File: src/rtl/tl_reg_bridge.sv
// TileLink-UL device terminator driving a req/ready register bus.
// Optional ACCESS timeout: define TL_REG_BRIDGE_TIMEOUT_EN.
module tl_reg_bridge #(
  parameter int unsigned AddrWidth     = 12,
  parameter int unsigned SourceWidth   = 1,
  parameter int unsigned TimeoutCycles = 255
) (
  input  logic                   clk_i,
  input  logic                   rst_ni,
  input  logic                   a_valid,
  output logic                   a_ready,
  input  logic [2:0]             a_opcode,
  input  logic [1:0]             a_size,
  input  logic [SourceWidth-1:0] a_source,
  input  logic [AddrWidth-1:0]   a_address,
  input  logic [3:0]             a_mask,
  input  logic [31:0]            a_data,
  output logic                   d_valid,
  input  logic                   d_ready,
  output logic [2:0]             d_opcode,
  output logic [1:0]             d_size,
  output logic [SourceWidth-1:0] d_source,
  output logic                   d_denied,
  output logic [31:0]            d_data,
  output logic                   reg_req,
  output logic                   reg_we,
  output logic [AddrWidth-1:0]   reg_addr,
  output logic [3:0]             reg_be,
  output logic [31:0]            reg_wdata,
  input  logic                   reg_ready,
  input  logic [31:0]            reg_rdata,
  input  logic                   reg_error
);

  typedef enum logic [1:0] {
    IDLE   = 2'd0,
    ACCESS = 2'd1,
    RESP   = 2'd2
  } state_e;

  state_e                 state_q;
  logic                   get_q;
  logic                   d_valid_q;
  logic [2:0]             d_opcode_q;
  logic [1:0]             d_size_q;
  logic [SourceWidth-1:0] d_source_q;
  logic                   d_denied_q;
  logic [31:0]            d_data_q;
  logic                   reg_req_q;
  logic                   reg_we_q;
  logic [AddrWidth-1:0]   reg_addr_q;
  logic [3:0]             reg_be_q;
  logic [31:0]            reg_wdata_q;

  logic a_fire;
  logic d_fire;
  logic op_ok;
  logic size_ok;
  logic align_ok;
  logic illegal;
  logic is_get;
  logic timeout;

  assign a_ready = (state_q == IDLE);
  assign a_fire  = a_valid && a_ready;
  assign d_fire  = d_valid_q && d_ready;

  // Classify the incoming A request
  always_comb begin
    op_ok    = 1'b0;
    align_ok = 1'b0;
    unique case (a_opcode)
      3'd0, 3'd1, 3'd4: op_ok = 1'b1;
      default:          op_ok = 1'b0;
    endcase
    unique case (a_size)
      2'd0:    align_ok = 1'b1;
      2'd1:    align_ok = ~a_address[0];
      2'd2:    align_ok = (a_address[1:0] == 2'b00);
      default: align_ok = 1'b0;
    endcase
    size_ok = (a_size <= 2'd2);
    illegal = ~(op_ok && size_ok && align_ok);
    is_get  = (a_opcode == 3'd4);
  end

`ifdef TL_REG_BRIDGE_TIMEOUT_EN
  localparam int unsigned CntW = $clog2(TimeoutCycles + 1);
  localparam logic [CntW-1:0] CntLast = CntW'(TimeoutCycles - 1);

  logic [CntW-1:0] cnt_q;
  logic [CntW-1:0] cnt_d;

  always_comb begin
    cnt_d = cnt_q;
    if (a_fire) begin
      cnt_d = '0;
    end else if (state_q == ACCESS && !reg_ready) begin
      cnt_d = cnt_q + 1'b1;
    end
  end

  assign timeout = (state_q == ACCESS) && !reg_ready
                && (cnt_q == CntLast);

  // Wait counter for the register access
  always_ff @(posedge clk_i or negedge rst_ni) begin
    if (!rst_ni) begin
      cnt_q <= '0;
    end else begin
      cnt_q <= cnt_d;
    end
  end
`else
  logic unused_timeout;
  assign unused_timeout = |TimeoutCycles;
  assign timeout        = 1'b0;
`endif

  // Transaction FSM with registered bus outputs
  always_ff @(posedge clk_i or negedge rst_ni) begin
    if (!rst_ni) begin
      state_q     <= IDLE;
      get_q       <= 1'b0;
      d_valid_q   <= 1'b0;
      d_opcode_q  <= 3'd0;
      d_size_q    <= 2'd0;
      d_source_q  <= '0;
      d_denied_q  <= 1'b0;
      d_data_q    <= 32'd0;
      reg_req_q   <= 1'b0;
      reg_we_q    <= 1'b0;
      reg_addr_q  <= '0;
      reg_be_q    <= 4'd0;
      reg_wdata_q <= 32'd0;
    end else begin
      unique case (state_q)
        IDLE: begin
          if (a_fire) begin
            get_q       <= is_get;
            d_opcode_q  <= is_get ? 3'd1 : 3'd0;
            d_size_q    <= a_size;
            d_source_q  <= a_source;
            d_data_q    <= 32'd0;
            reg_we_q    <= ~is_get;
            reg_addr_q  <= {a_address[AddrWidth-1:2], 2'b00};
            reg_be_q    <= a_mask;
            reg_wdata_q <= a_data;
            if (illegal) begin
              d_denied_q <= 1'b1;
              d_valid_q  <= 1'b1;
              state_q    <= RESP;
            end else begin
              d_denied_q <= 1'b0;
              reg_req_q  <= 1'b1;
              state_q    <= ACCESS;
            end
          end
        end
        ACCESS: begin
          if (reg_ready) begin
            reg_req_q  <= 1'b0;
            d_valid_q  <= 1'b1;
            d_denied_q <= reg_error;
            d_data_q   <= (get_q && !reg_error) ? reg_rdata : 32'd0;
            state_q    <= RESP;
          end else if (timeout) begin
            reg_req_q  <= 1'b0;
            d_valid_q  <= 1'b1;
            d_denied_q <= 1'b1;
            d_data_q   <= 32'd0;
            state_q    <= RESP;
          end
        end
        RESP: begin
          if (d_fire) begin
            d_valid_q <= 1'b0;
            state_q   <= IDLE;
          end
        end
        default: begin
          reg_req_q <= 1'b0;
          d_valid_q <= 1'b0;
          state_q   <= IDLE;
        end
      endcase
    end
  end

  assign d_valid   = d_valid_q;
  assign d_opcode  = d_opcode_q;
  assign d_size    = d_size_q;
  assign d_source  = d_source_q;
  assign d_denied  = d_denied_q;
  assign d_data    = d_data_q;
  assign reg_req   = reg_req_q;
  assign reg_we    = reg_we_q;
  assign reg_addr  = reg_addr_q;
  assign reg_be    = reg_be_q;
  assign reg_wdata = reg_wdata_q;

endmodule

File: config.mk
export PLATFORM = sky130hd
export DESIGN_NAME = tl_reg_bridge
export DESIGN_NICKNAME = d
export VERILOG_FILES = /design/src/rtl/tl_reg_bridge.sv
export SDC_FILE = /design/constraint.sdc
export NUM_CORES = 1
export LEC_CHECK = 0
export CORE_MARGIN = 10
export CORE_UTILIZATION = 36
export CTS_BUF_LIST = sky130_fd_sc_hd__clkbuf_8
export DETAILED_ROUTE_END_ITERATION = 10
export GPL_TIMING_DRIVEN = 0
export PLACE_DENSITY = 0.74
export SETUP_SLACK_MARGIN = 0.1
export SYNTH_ARGS = -nofsm -noshare
export SYNTH_HDL_FRONTEND = slang
export SYNTH_SLANG_ARGS = --single-unit
File: constraint.sdc
create_clock -name clk_i -period 1.6 [get_ports clk_i]
set_clock_uncertainty 0.05 [all_clocks]
set_input_delay 0.32 -clock clk_i [delete_from_list [all_inputs] [get_ports clk_i]]
set_output_delay 0.32 -clock clk_i [all_outputs]
set_load 0.05 [all_outputs]
Word-level counts from Yosys, hierarchy flattened
Cells that the tools add are included.
W data, S select, Z words.
- magnitude comparators: 1
- equality and inequality tests: 11
- mux-type cells: 25
- bitwise gates (word level): 3
- reduce and logical (&&, ||, !) cells: 17
- operators with widths (kind ; count):
    $mux W32 ; 3
    $pmux W32 S2 ; 1
    $mux W1 ; 12
    $pmux W1 S3 ; 3
    $mux W2 ; 4
    $reduce_and A4 Y1 ; 2
    $logic_not A2 Y1 ; 3
    $ne A2 B2 Y1 const B ; 3
    $pmux W2 S3 ; 1
    $reduce_and A3 Y1 ; 2
    $logic_and A1 B1 Y1 ; 5
    $eq A2 B1 Y1 const B ; 2
    $eq A2 B2 Y1 const B ; 2
    $ne A2 B1 Y1 const B ; 2
    $eq A3 B1 Y1 const B ; 1
    $eq A3 B3 Y1 const B ; 1
    $logic_not A3 Y1 ; 1
    $not A1 Y1 ; 3
    $reduce_or A3 Y1 ; 1
    $le A2 B2 Y1 const B ; 1
    $pmux W1 S2 ; 1
    $reduce_and A2 Y1 ; 1
    $reduce_bool A2 Y1 ; 1
    $logic_not A1 Y1 ; 1
- bits in registers: 91
- bits of input ports: 92
- output and inout port bits: 91
- logic and storage cells: 70

Logic depth before layout (Yosys ltp)
Gate-level depths: netlist of the first run.
- word-level depth: 8
- mapped depth: 7
- depth with buffers taken out: 4

Worst setup path after synthesis of the first run
Ideal clock, no wire load.
- path type: register to register
- from: register state_q[1]
- to: register reg_wdata_q[20] (netlist: reg_wdata[20])
- arrival: 2021 ps
- setup slack: -596 ps
- stages on the path, launching flop included: 7
- buffers on the path: 3
- cell sequence: dfrtp_1 > buf_4 > nor2_1 > and2_1 > buf_4 > buf_6 > mux2_4
- word-level cells in the longest chain between the ends: 3
- RTL lines (item ; RTL line ; text):
    start: declaration ; 41 ; state_e state_q;
    start signal: assignment ; 123 ; state_q <= IDLE;
    start signal: assignment ; 152 ; state_q <= RESP;
    start signal: assignment ; 156 ; state_q <= ACCESS;
    $logic_not A2 Y1 (*) ; 64 ; assign a_ready = (state_q == IDLE);
    named net a_ready ; 11 ; output logic a_ready,
    $logic_and A1 B1 Y1 ; 65 ; assign a_fire = a_valid && a_ready;
    $reduce_and A2 Y1 (no source line) (*) ; - ;
    end signal: assignment ; 148 ; reg_wdata_q <= a_data;
    end: declaration ; 53 ; logic [31:0] reg_wdata_q;
The timed path passes the listed nets; every way through them passes the cells marked *.
A chain may end at the register's enable or synchronous reset.

Worst setup path in the final report of the first run
- from: register state_q[0]
- to: register reg_addr_q[10] (netlist: reg_addr[10])
- word-level cells in the longest chain between the ends: 3
- RTL lines (item ; RTL line ; text):
    $logic_not A2 Y1 (*) ; 64, 137 ;
    $logic_and A1 B1 Y1 ; 65 ;
    $reduce_and A2 Y1 (no source line) (*) ; - ;
    end signal: assignment ; 146 ; reg_addr_q <= {a_address[AddrWidth-1:2], 2'b00};
    end: declaration ; 51 ; logic [AddrWidth-1:0] reg_addr_q;
Mark *: on every way between the ends. The rest lies on a longest branch, timed or not.

==> impl_results.md, run 1 <==
- Status: finished, final reports clean
- First DRT Iteration DRCs: 88
- RSZ-0062 raised after global routing: yes
- Hold Path Class: flip-flop to flip-flop
- Multiplexer share of the synthesized area: 0.180
- Fill cells: between 700 and 800
- Register clock-pin slew on the reported worst setup and hold paths: approximately 0.08 ns
- Rows: 35
- DR vias: about 2.6k
- Tot Pwr: 11.2 mW
- Cell repeated most along the worst path: buf_12
- Most frequent cells in the layout: clkdlybuf4s50_1 (90), dfrtp_1 (88), clkdlybuf4s15_2 (61)
- Critical Path, Cell by Cell: buf_6, nor2_4, and2_4, buf_12, buf_12, mux2_2
- Max Buffers Root-to-Sink: 2
- VDD IR-drop max: 1.11 mV
- Share of layout cells above drive strength 1: 0.436
- WP data required: 1.78 ns
- Max-cap violations: 0
- DR pass1 iterations: 4
- Adder-cell share of the synthesized area: 0
- Global-route wire length before repair: ~16000 um
- Count of state elements after synthesis: between 80 and 90
- Final setup viols: 0
- Post-synthesis sequential area ratio: 0.640
- Num CTS Buffers: 9
- Area of the core: between 0.009 and 0.01 mm^2
- PD cells: ~1900 mW/mm^2
- Post-Syn Area: around 0.0034 mm^2
- Synth Area in Compound Gates: 0.106
- CP bufs+invs: 3
- H-Tree Depth: 3
- Starting Density: 0.371
- Chip Width: 118 um
- Detailed Route WL: ~11000 um
- Crit-path slowest cell: dfrtp_1
- Ys Warns: 0
- GRT Total Usage: 0.147
- Diode count: 0
- Fin Hold WS: roughly 0.44 ns
- WS Path Type: flip-flop to flip-flop
- Vias in the first global route: about 2.9k
- Worst skew pair latency: around 0.34 ns
- Gpl congestion: 0.740
- Chip height: around 120 um
- IO Port Bufs: roughly 180
- Simple-gate share of the synthesized area: 0.0182
- Final period util: 0.971
- Critical path's top delay family: buffers and inverters
- Worst-margin pin slew: between 0.5 and 0.6 ns
- Pint: 6.19 mW
- Initial antenna violation count: 0
- Post-route minimum period: roughly 1.6 ns
- Die area: approximately 0.014 mm^2
- Net load switching power: approximately 5.0 mW
- Post-route ant nets: 0
- Met2 wire len: roughly 5400 um
- Leakage: 2.66 nW
- CTS tree: done
- Root Driver: clkbuf_8
- Seq pwr share: 0.298
- Syn Inst Count: 221
- Area growth, synth to finish: 72.7%
- Data arrival, critical path: 1.73 ns
- GRT overflow: 0
- Avg Inst Size Synth: ~16 um^2
- Sw frac: 0.449
- Largest net degree at the start of global routing: 52
- Nets@finish: a little over 500
- Nature of the critical path endpoint: flip-flop
- Xor/xnor share of the synthesized area: 0
- Met3 routed WL: around 940 um
- Commonest non-fill, non-tap cell in the layout: clkdlybuf4s50_1
- Average routed wire per standard cell: around 19 um
- Final slew viol count: 0
- WL met1: 4060 um
- Slew HR: 0.660
- DR vias/cell: ~4.6
- DRC viols: 0
- Clock Sinks: 88
- DR top layer: met4
- F_max: approximately 0.64 GHz
- Final HPWL DP: a little under 8000 um
- # IOs: ~180
- Startpoint types: flip-flop
- CP Max Fanout: 10
- Synth unique cells: 23
- Largest family of logic cells by synthesized area: multiplexers
- Combinational power share: 0.581
- Final Hold Viols: 0
- Flop2flop setup slack: around 0.046 ns
- Clock network power share: 0.121
- CP max stage delay: roughly 0.39 ns
## cell families after synthesis
group           Yosys count
flops                    88
mux                      52
compound gates           45
buf+inv                  22
simple gates             13
other cells               1
## through the flow
| stage | setup slack [ns] | cells | setup TNS [ns] | area [um^2] | utilization |
|---|---|---|---|---|---|
| 3_5_place_dp | -0.268 | 532 | -17.25 | 5440 | 0.585 |
| 4_1_cts | 0.0202 | 555 | 0 | 5850 | 0.630 |
| 2_1_floorplan | -0.130 | 224 | -5.93 | 3470 | - |
| 6_report | 0.0459 | 558 | 0 | 5940 | 0.640 |
| 5_1_grt | -0.00685 | 558 | -0.0187 | 5940 | 0.640 |
| 3_3_place_gp | -3.06 | 531 | -284.45 | 5410 | 0.583 |
## sequential cells by signal (all words and copies together), names as in the netlist
register   flops
d_data        32
d_denied       1
reg_be         4
state_q        2
d_source       1
reg_req        1
reg_addr      10
get_q          1
d_size         2
d_valid        1
reg_wdata     32
reg_we         1
## path summary, 6_finish.rpt
kind,start,end,depth (start not counted)
min in group asynchronous,rst_ni,reg_wdata[1]$_DFFE_PN0P_,2
worst max register to register,state_q[0]$_DFFE_PN0P_,reg_addr[10]$_DFFE_PN0P_,6
worst min register to register,reg_req$_DFFE_PN0P_,reg_req$_DFFE_PN0P_,1
max in group asynchronous,rst_ni,d_data[19]$_DFFE_PN0P_,3
worst min-delay path,reg_req$_DFFE_PN0P_,reg_req$_DFFE_PN0P_,1
worst max-delay path,state_q[0]$_DFFE_PN0P_,reg_addr[10]$_DFFE_PN0P_,6
## per-layer routing
metal | vias up | GRT usage
met2 | 106 | 0.257
met1 | 1258 | 0.157
li1 | 1194 | -
met4 | 0 | 0.0533
met5 | - | 0
met3 | 20 | 0.0590
## timing repair
action,CTS,global route
resized for setup,287,74
endpoints found under the hold margin,37,0
hold buffers,1,0
setup endpoints to repair,165,108
setup buffers,4,2
pin swaps,13,3
cloned,2,1
## power groups by stage
stage / Clock, mW / Combinational [mW] / Sequential, mW
final: 1.36 / 6.52 / 3.35
after global routing: 1.49 / 6.80 / 3.45
after CTS: 1.42 / 6.29 / 3.34
after detailed placement: 0 / 6.22 / 3.37
after global placement: 0 / 6.14 / 3.33
after floorplan: 0 / 1.59 / 5.82
## cell type report
type                    instances  area, um^2  share of cell area
well taps                     129         161              0.0272
multi-input cells             114        1200               0.202
repair buffers                189        1940               0.327
flip-flops and latches         88        2200               0.371
plain buffers                  20         253              0.0425
clock inverters                 6        37.5             0.00632
clock buffers                  10         138              0.0232
inverters                       2        7.51             0.00126
## synthesized netlist by cell type
library cell  number  area [um^2]
o21ai_0            5         25.0
o21a_1             2         15.0
mux2i_1            2         20.0
nor2_1             4         15.0
or2_1              1         6.26
o31ai_2            1         12.5
nand3_1            3         15.0
and2b_1            1         7.51
buf_2              3         15.0
nand2_1            2         7.51
and2_1             1         6.26
buf_6             10          113
o2bb2ai_1          1         8.76
nor3_1             1         5.00
dfrtp_1           88         2200
a22o_1            32          280
buf_4              7         52.6
mux2_2            40          450
conb_1             1         3.75
mux2_4            10          150
inv_1              2         7.51
a21oi_1            3         15.0
o31ai_1            1         7.51
Note: power is estimated with default switching activity, not from simulation.
==> run 2, diff against run 1 <==
- CORE_UTILIZATION: 36 -> 40
- PLACE_DENSITY: 0.74 -> 0.78
- SKIP_CTS_REPAIR_TIMING: not set -> 1
- clock period: 1.6 -> 1.8 ns (I/O delays scaled with it)
==> impl_results.md, run 2 (synthesis gave the netlist of run 1 again) <==
- GRT Total Usage: 0.155 (+0.00793)
- Initial antenna violation count: 0 (unchanged)
- Detailed Route WL: 10300 um (-3.5%)
- Final Hold Viols: 0 (unchanged)
- Max Buffers Root-to-Sink: 2 (unchanged)
- Commonest non-fill, non-tap cell in the layout: clkdlybuf4s50_1
- Gpl congestion: 0.739 (-0.12%)
- Average routed wire per standard cell: 19.6 um (+2.6%)
- WP data required: 1.39 ns (-0.39 ns)
- Global-route wire length before repair: 15900 um (-3.4%)
- Status: finished, final reports clean
- Slack of the critical path: 0.182 ns (+0.136 ns)
- Critical path's top delay family: buffers and inverters
- Placed Instance Area: 0.00541 mm^2 (-0.55%)
- Worst Reg-to-Reg Cells: 6 (unchanged)
- Share of layout cells above drive strength 1: 0.214 (-0.222)
- VDD IR-drop max: 1.17 mV (+5.3%)
- DR vias/cell: 4.89 (+5.9%)
- Largest net degree at the start of global routing: 46 (-12%)
- Max-cap violations: 0 (unchanged)
- Final HPWL DP: 8060 um (+1.4%)
- DR pass1 iterations: 4 (unchanged)
- Final period util: 0.899
- Flop2flop setup slack: 0.21 ns (+0.16 ns)
- Hold Path Class: flip-flop to flip-flop
- Post-route minimum period: around 1.6 ns
- H-Tree Depth: 3 (unchanged)
- Critical Path, Cell by Cell: buf_4, nor2_4, clkbuf_4
- Register clock-pin slew on the reported worst setup and hold paths: 0.08 ns (about the same)
- First DRT Iteration DRCs: 69 (-22%)
- Post-route ant nets: 0 (unchanged)
- Post-placement setup slack: -0.111 ns (+0.157 ns)
- Clock Sinks: 88 (unchanged)
- Leakage: 3.56 nW (+34%)
- Rows: 33 (-5.7%)
- Starting Density: 0.415 (+0.0440)
- Die area: 0.0127 mm^2 (-8.3%)
- CTS tree: done
- Nature of the critical path endpoint: primary output
- IO Port Bufs: 178 (unchanged)
- Worst Hold Depth: 1 (unchanged)
- Hold wc startpoint: reg_we$_DFFE_PN0P_
- Vias in the first global route: 2862 (-2.9%)
- Root Driver: clkbuf_8
- CP bufs+invs: 2 (-1)
- WHS Endpoint: reg_we$_DFFE_PN0P_
- DRC viols: 0 (unchanged)
- Diode count: 0 (unchanged)
- Chip height: 113 um (-4.3%)
- WS Path Type: flip-flop to primary output
- Chip Width: 113 um (-4.3%)
- PD cells: 1710 mW/mm^2 (-9.4%)
- Num CTS Buffers: 9 (unchanged)
- CP max stage delay: 0.37 ns (-0.02 ns)
- GRT overflow: 0 (unchanged)
- RR Endpoint: reg_wdata[31]$_DFFE_PN0P_
- Startpoint types: flip-flop
- Final slew viol count: 0 (unchanged)
- Area of the core: 0.00830 mm^2 (-11%)
- CP Max Fanout: 9 (-1)
- Data arrival, critical path: 1.21 ns (-0.52 ns)
- RR Startpoint: state_q[1]$_DFFE_PN0P_
- Worst-margin pin slew: 0.583 ns (+0.0721 ns)
- DR vias: 2568 (-0.39%)
- Fin Hold WS: 0.441 ns (-0.00257 ns)
- Crit-path slowest cell: dfrtp_1
- RSZ-0062 raised after global routing: no
- Worst skew pair latency: 0.34 ns (about the same)
- Slew HR: 0.612 (-0.0481)
- Nets@finish: 507 (-1.7%)
- Critical path origin: state_q[1]$_DFFE_PN0P_
- F_max: 0.618 GHz
- Area growth, synth to finish: 70.9%
- # IOs: 183 (unchanged)
- Fill cells: 582 (-25%)
- Most frequent cells in the layout: clkdlybuf4s50_1 (90), dfrtp_1 (88), dlymetal6s2s_1 (85)
- Final setup viols: 0 (unchanged)
- Fin area: 0.00588 mm^2 (-1.0%)
[run 2: cell count changes in the layout (fill, tap and decap cells not counted), moves of 5 or more]
| cell | before | now |
|---|---|---|
| mux2_2 | 12 | 40 |
| clkdlybuf4s15_2 | 61 | 0 |
| clkdlybuf4s18_2 | 11 | 0 |
| buf_4 | 14 | 7 |
| dlymetal6s2s_1 | 0 | 85 |
| mux2_4 | 38 | 10 |
| buf_12 | 5 | 0 |
| buf_2 | 13 | 3 |
[run 2: power by group]
part	internal [mW]	total [mW]	switching (mW)
clock	1.06	1.74	0.681
sequential	2.63	2.94	0.312
combinational	2.07	5.40	3.33
total	5.75	10.1	4.32
[run 2: layer usage]
layer,track usage,share of wire
met1,0.175,0.38
met2,0.256,0.49
met3,0.0745,0.11
met4,0.0440,0.014
met5,0,0
[run 2: cell type report]
| cell class | instances | area [um^2] | share of cell area |
|---|---|---|---|
| Clock buffer | 9 | 124 | 0.0211 |
| Tap cell | 105 | 131 | 0.0223 |
| Clock inverter | 7 | 136 | 0.0232 |
| Multi-Input combinational cell | 114 | 1070 | 0.182 |
| Buffer | 20 | 188 | 0.0319 |
| Sequential cell | 88 | 2200 | 0.374 |
| Inverter | 2 | 7.51 | 0.00128 |
| Timing Repair Buffer | 180 | 2020 | 0.344 |
[run 2: metrics by stage]
| step | total power, mW | setup TNS, ns | std cells | utilization |
|---|---|---|---|---|
| final | 10.1 | 0 | 525 | 0.709 |
| after global routing | 10.5 | 0 | 525 | 0.709 |
| after CTS | 10.3 | -13.40 | 524 | 0.683 |
| after detailed placement | 8.52 | -2.85 | 508 | 0.651 |
| after global placement | 8.41 | -250.74 | 507 | 0.648 |
| after floorplan | 6.59 | 0 | 224 | - |
[run 2: how the worst max path moves through the flow]
stage	to	slack (ns)	cells after the start
finish	a_ready	0.18	3
global route	d_data[21]$_DFFE_PN0P_	0.1	6
CTS	a_ready	-0.46	3
detailed placement	d_data[31]$_DFFE_PN0P_	-0.11	6
global placement	reg_wdata[14]$_DFFE_PN0P_	-2.82	1
floorplan	d_size[0]$_DFFE_PN0P_	0.07	6
[run 2: worst register-to-register path: cells and delay by family, from the launching register on]
family / cells / cell delay, ns
buffers and inverters: 3 / 0.48
flip-flops: 1 / 0.37
multiplexers: 1 / 0.35
AND/OR/NAND/NOR: 2 / 0.23
==> run 3, diff against run 2 <==
- clock period: 1.8 -> 1.9 ns (I/O delays scaled with it)
==> impl_results.md, run 3 (synthesis gave the netlist of run 1 again) <==
- Status: finished, final reports clean
- DR vias: 2535 (-1.3%)
- Share of layout cells above drive strength 1: 0.217 (+0.00238)
- Area growth, synth to finish: 68.6%
- Nets@finish: 507 (unchanged)
- Crit-path slowest cell: dfrtp_1
- Register clock-pin slew on the reported worst setup and hold paths: 0.09 ns (about the same)
- Diode count: 0 (unchanged)
- Post-route minimum period: about 1.7 ns
- Hold Path Class: flip-flop to flip-flop
- Data arrival, critical path: 1.27 ns (+0.06 ns)
- Hold wc startpoint: d_denied$_DFFE_PN0P_
- PD cells: 1560 mW/mm^2 (-8.8%)
- Flop2flop setup slack: 0.28 ns (+0.07 ns)
- CP Max Fanout: 9 (unchanged)
- Commonest non-fill, non-tap cell in the layout: clkdlybuf4s50_1
- Final setup TNS: 0 ns (unchanged)
- Max Buffers Root-to-Sink: 2 (unchanged)
- Seq pwr share: 0.306 (+0.015)
- DRC viols: 0 (unchanged)
- Critical path's top delay family: buffers and inverters
- Max-cap violations: 0 (unchanged)
- Net load switching power: 4.11 mW (-5.0%)
- VDD IR-drop max: 0.998 mV (-14%)
- Die area: 0.0127 mm^2 (unchanged)
- Clock network power share: 0.130 (-0.042)
- Final Hold Viols: 0 (unchanged)
- Combinational power share: 0.564 (+0.028)
- F_max: about 0.6 GHz
- Average routed wire per standard cell: 19.6 um (+0.20%)
- WS Path Type: flip-flop to primary output
- Gpl congestion: 0.736 (-0.51%)
- Final period util: 0.897
- Worst-margin pin slew: 0.561 ns (-0.0212 ns)
- Critical path origin: state_q[1]$_DFFE_PN0P_
- IO Port Bufs: 178 (unchanged)
- CTS tree: done
- RR Endpoint: reg_addr[4]$_DFFE_PN0P_
- Chip Width: 113 um (unchanged)
- RR Startpoint: state_q[1]$_DFFE_PN0P_
- Largest net degree at the start of global routing: 48 (+4.3%)
- WP data required: 1.47 ns (+0.08 ns)
- Global-route wire length before repair: 15800 um (-0.52%)
- Initial antenna violation count: 0 (unchanged)
- Clock Sinks: 88 (unchanged)
- CP Depth: 3 (unchanged)
- GRT overflow: 0 (unchanged)
- Rows: 33 (unchanged)
- Root Driver: clkbuf_8
- Vias in the first global route: 2816 (-1.6%)
- Startpoint types: flip-flop
- Area of the core: 0.00830 mm^2 (unchanged)
- Post-route ant nets: 0 (unchanged)
- Most frequent cells in the layout: clkdlybuf4s50_1 (90), dfrtp_1 (88), dlymetal6s2s_1 (86)
- Critical Path, Cell by Cell: buf_4, nor2_4, clkbuf_2
- RSZ-0062 raised after global routing: no
- CP max stage delay: 0.37 ns (about the same)
- First DRT Iteration DRCs: 84 (+22%)
- Final setup viols: 0 (unchanged)
- Pint: 4.96 mW (-14%)
- Nature of the critical path endpoint: primary output
- Slew HR: 0.625 (+0.0135)
- Detailed Route WL: 10300 um (+0.20%)
- GRT Total Usage: 0.154 (-0.000898)
- DR pass1 iterations: 2 (-2)
- Worst skew pair latency: 0.34 ns (about the same)
- WHS Endpoint: d_denied$_DFFE_PN0P_
- Sw frac: 0.453 (+0.0243)
- Num CTS Buffers: 9 (unchanged)
- # placed instances: 508 (unchanged)
- Worst Hold Depth: 2 (+1)
- Final slew viol count: 0 (unchanged)
- Chip height: 113 um (unchanged)
- # IOs: 183 (unchanged)
- DR vias/cell: 4.83 (-1.3%)
- Starting Density: 0.415 (unchanged)
- Post-layout util: 0.699 (-0.00965)
- CP bufs+invs: 2 (unchanged)
- Final HPWL DP: 7830 um (-2.8%)
- Final Non-Filler Cells: 525 (unchanged)
- H-Tree Depth: 3 (unchanged)
- Leakage: 3.52 nW (-1.1%)
- Worst Reg-to-Reg Cells: 6 (unchanged)
-- run 3: cell count changes in the layout (fill, tap and decap cells not counted), sizes merged --
cell	change
dlymetal6s2s	+1
inv	-2
clkinv	+2
clkinvlp	+3
bufinv	-4
-- run 3: metrics by stage --
stage | instance area (um^2) | power, mW | worst slack (ns) | hold WS, ns
global placement | 5370 | 7.96 | -2.78 | 0.423
CTS | 5580 | 9.25 | -0.381 | -0.0271
global route | 5800 | 9.50 | 0.139 | 0.466
detailed placement | 5400 | 8.05 | -0.0114 | 0.362
finish | 5800 | 9.07 | 0.196 | 0.446
floorplan | 3460 | 6.23 | 0.143 | 0.0344
-- run 3: worst min-delay path, cell delays in order (launching register included) --
cell	delay, ns
dfrtp_1	0.36
nand2_1	0.06
o31ai_2	0.05
-- run 3: metal layers --
| metal | wire (um) | vias to the layer above | GRT usage |
|---|---|---|---|
| met5 | 0 | - | 0 |
| met4 | 133 | 0 | 0.0541 |
| met3 | 922 | 11 | 0.0586 |
| met2 | 5360 | 95 | 0.262 |
| met1 | 3900 | 1252 | 0.173 |
| li1 | - | 1177 | - |
-- run 3: worst max-delay path by stage --
stage | end | slack, ns
2_1_floorplan | reg_wdata[20]$_DFFE_PN0P_ | 0.14
3_3_place_gp | reg_wdata[11]$_DFFE_PN0P_ | -2.78
3_5_place_dp | d_data[22]$_DFFE_PN0P_ | -0.01
4_1_cts | a_ready | -0.38
5_1_grt | a_ready | 0.14
6_report | a_ready | 0.20
-- run 3: power groups by stage --
stage | clock network, mW | registers, mW | logic (mW)
2_1_floorplan | 0 | 4.90 | 1.33
6_report | 1.18 | 2.77 | 5.11
5_1_grt | 1.30 | 2.86 | 5.34
3_3_place_gp | 0 | 2.80 | 5.16
3_5_place_dp | 0 | 2.83 | 5.22
4_1_cts | 1.22 | 2.80 | 5.23
-- run 3: final cells by class --
cell class | count | area, um^2
Sequential cell | 88 | 2200
Multi-Input combinational cell | 114 | 1070
Fill cell | 590 | 2500
Inverter | 2 | 7.51
Buffer | 20 | 180
Clock buffer | 10 | 138
Tap cell | 105 | 131
Timing Repair Buffer | 180 | 2030
Clock inverter | 6 | 45.0
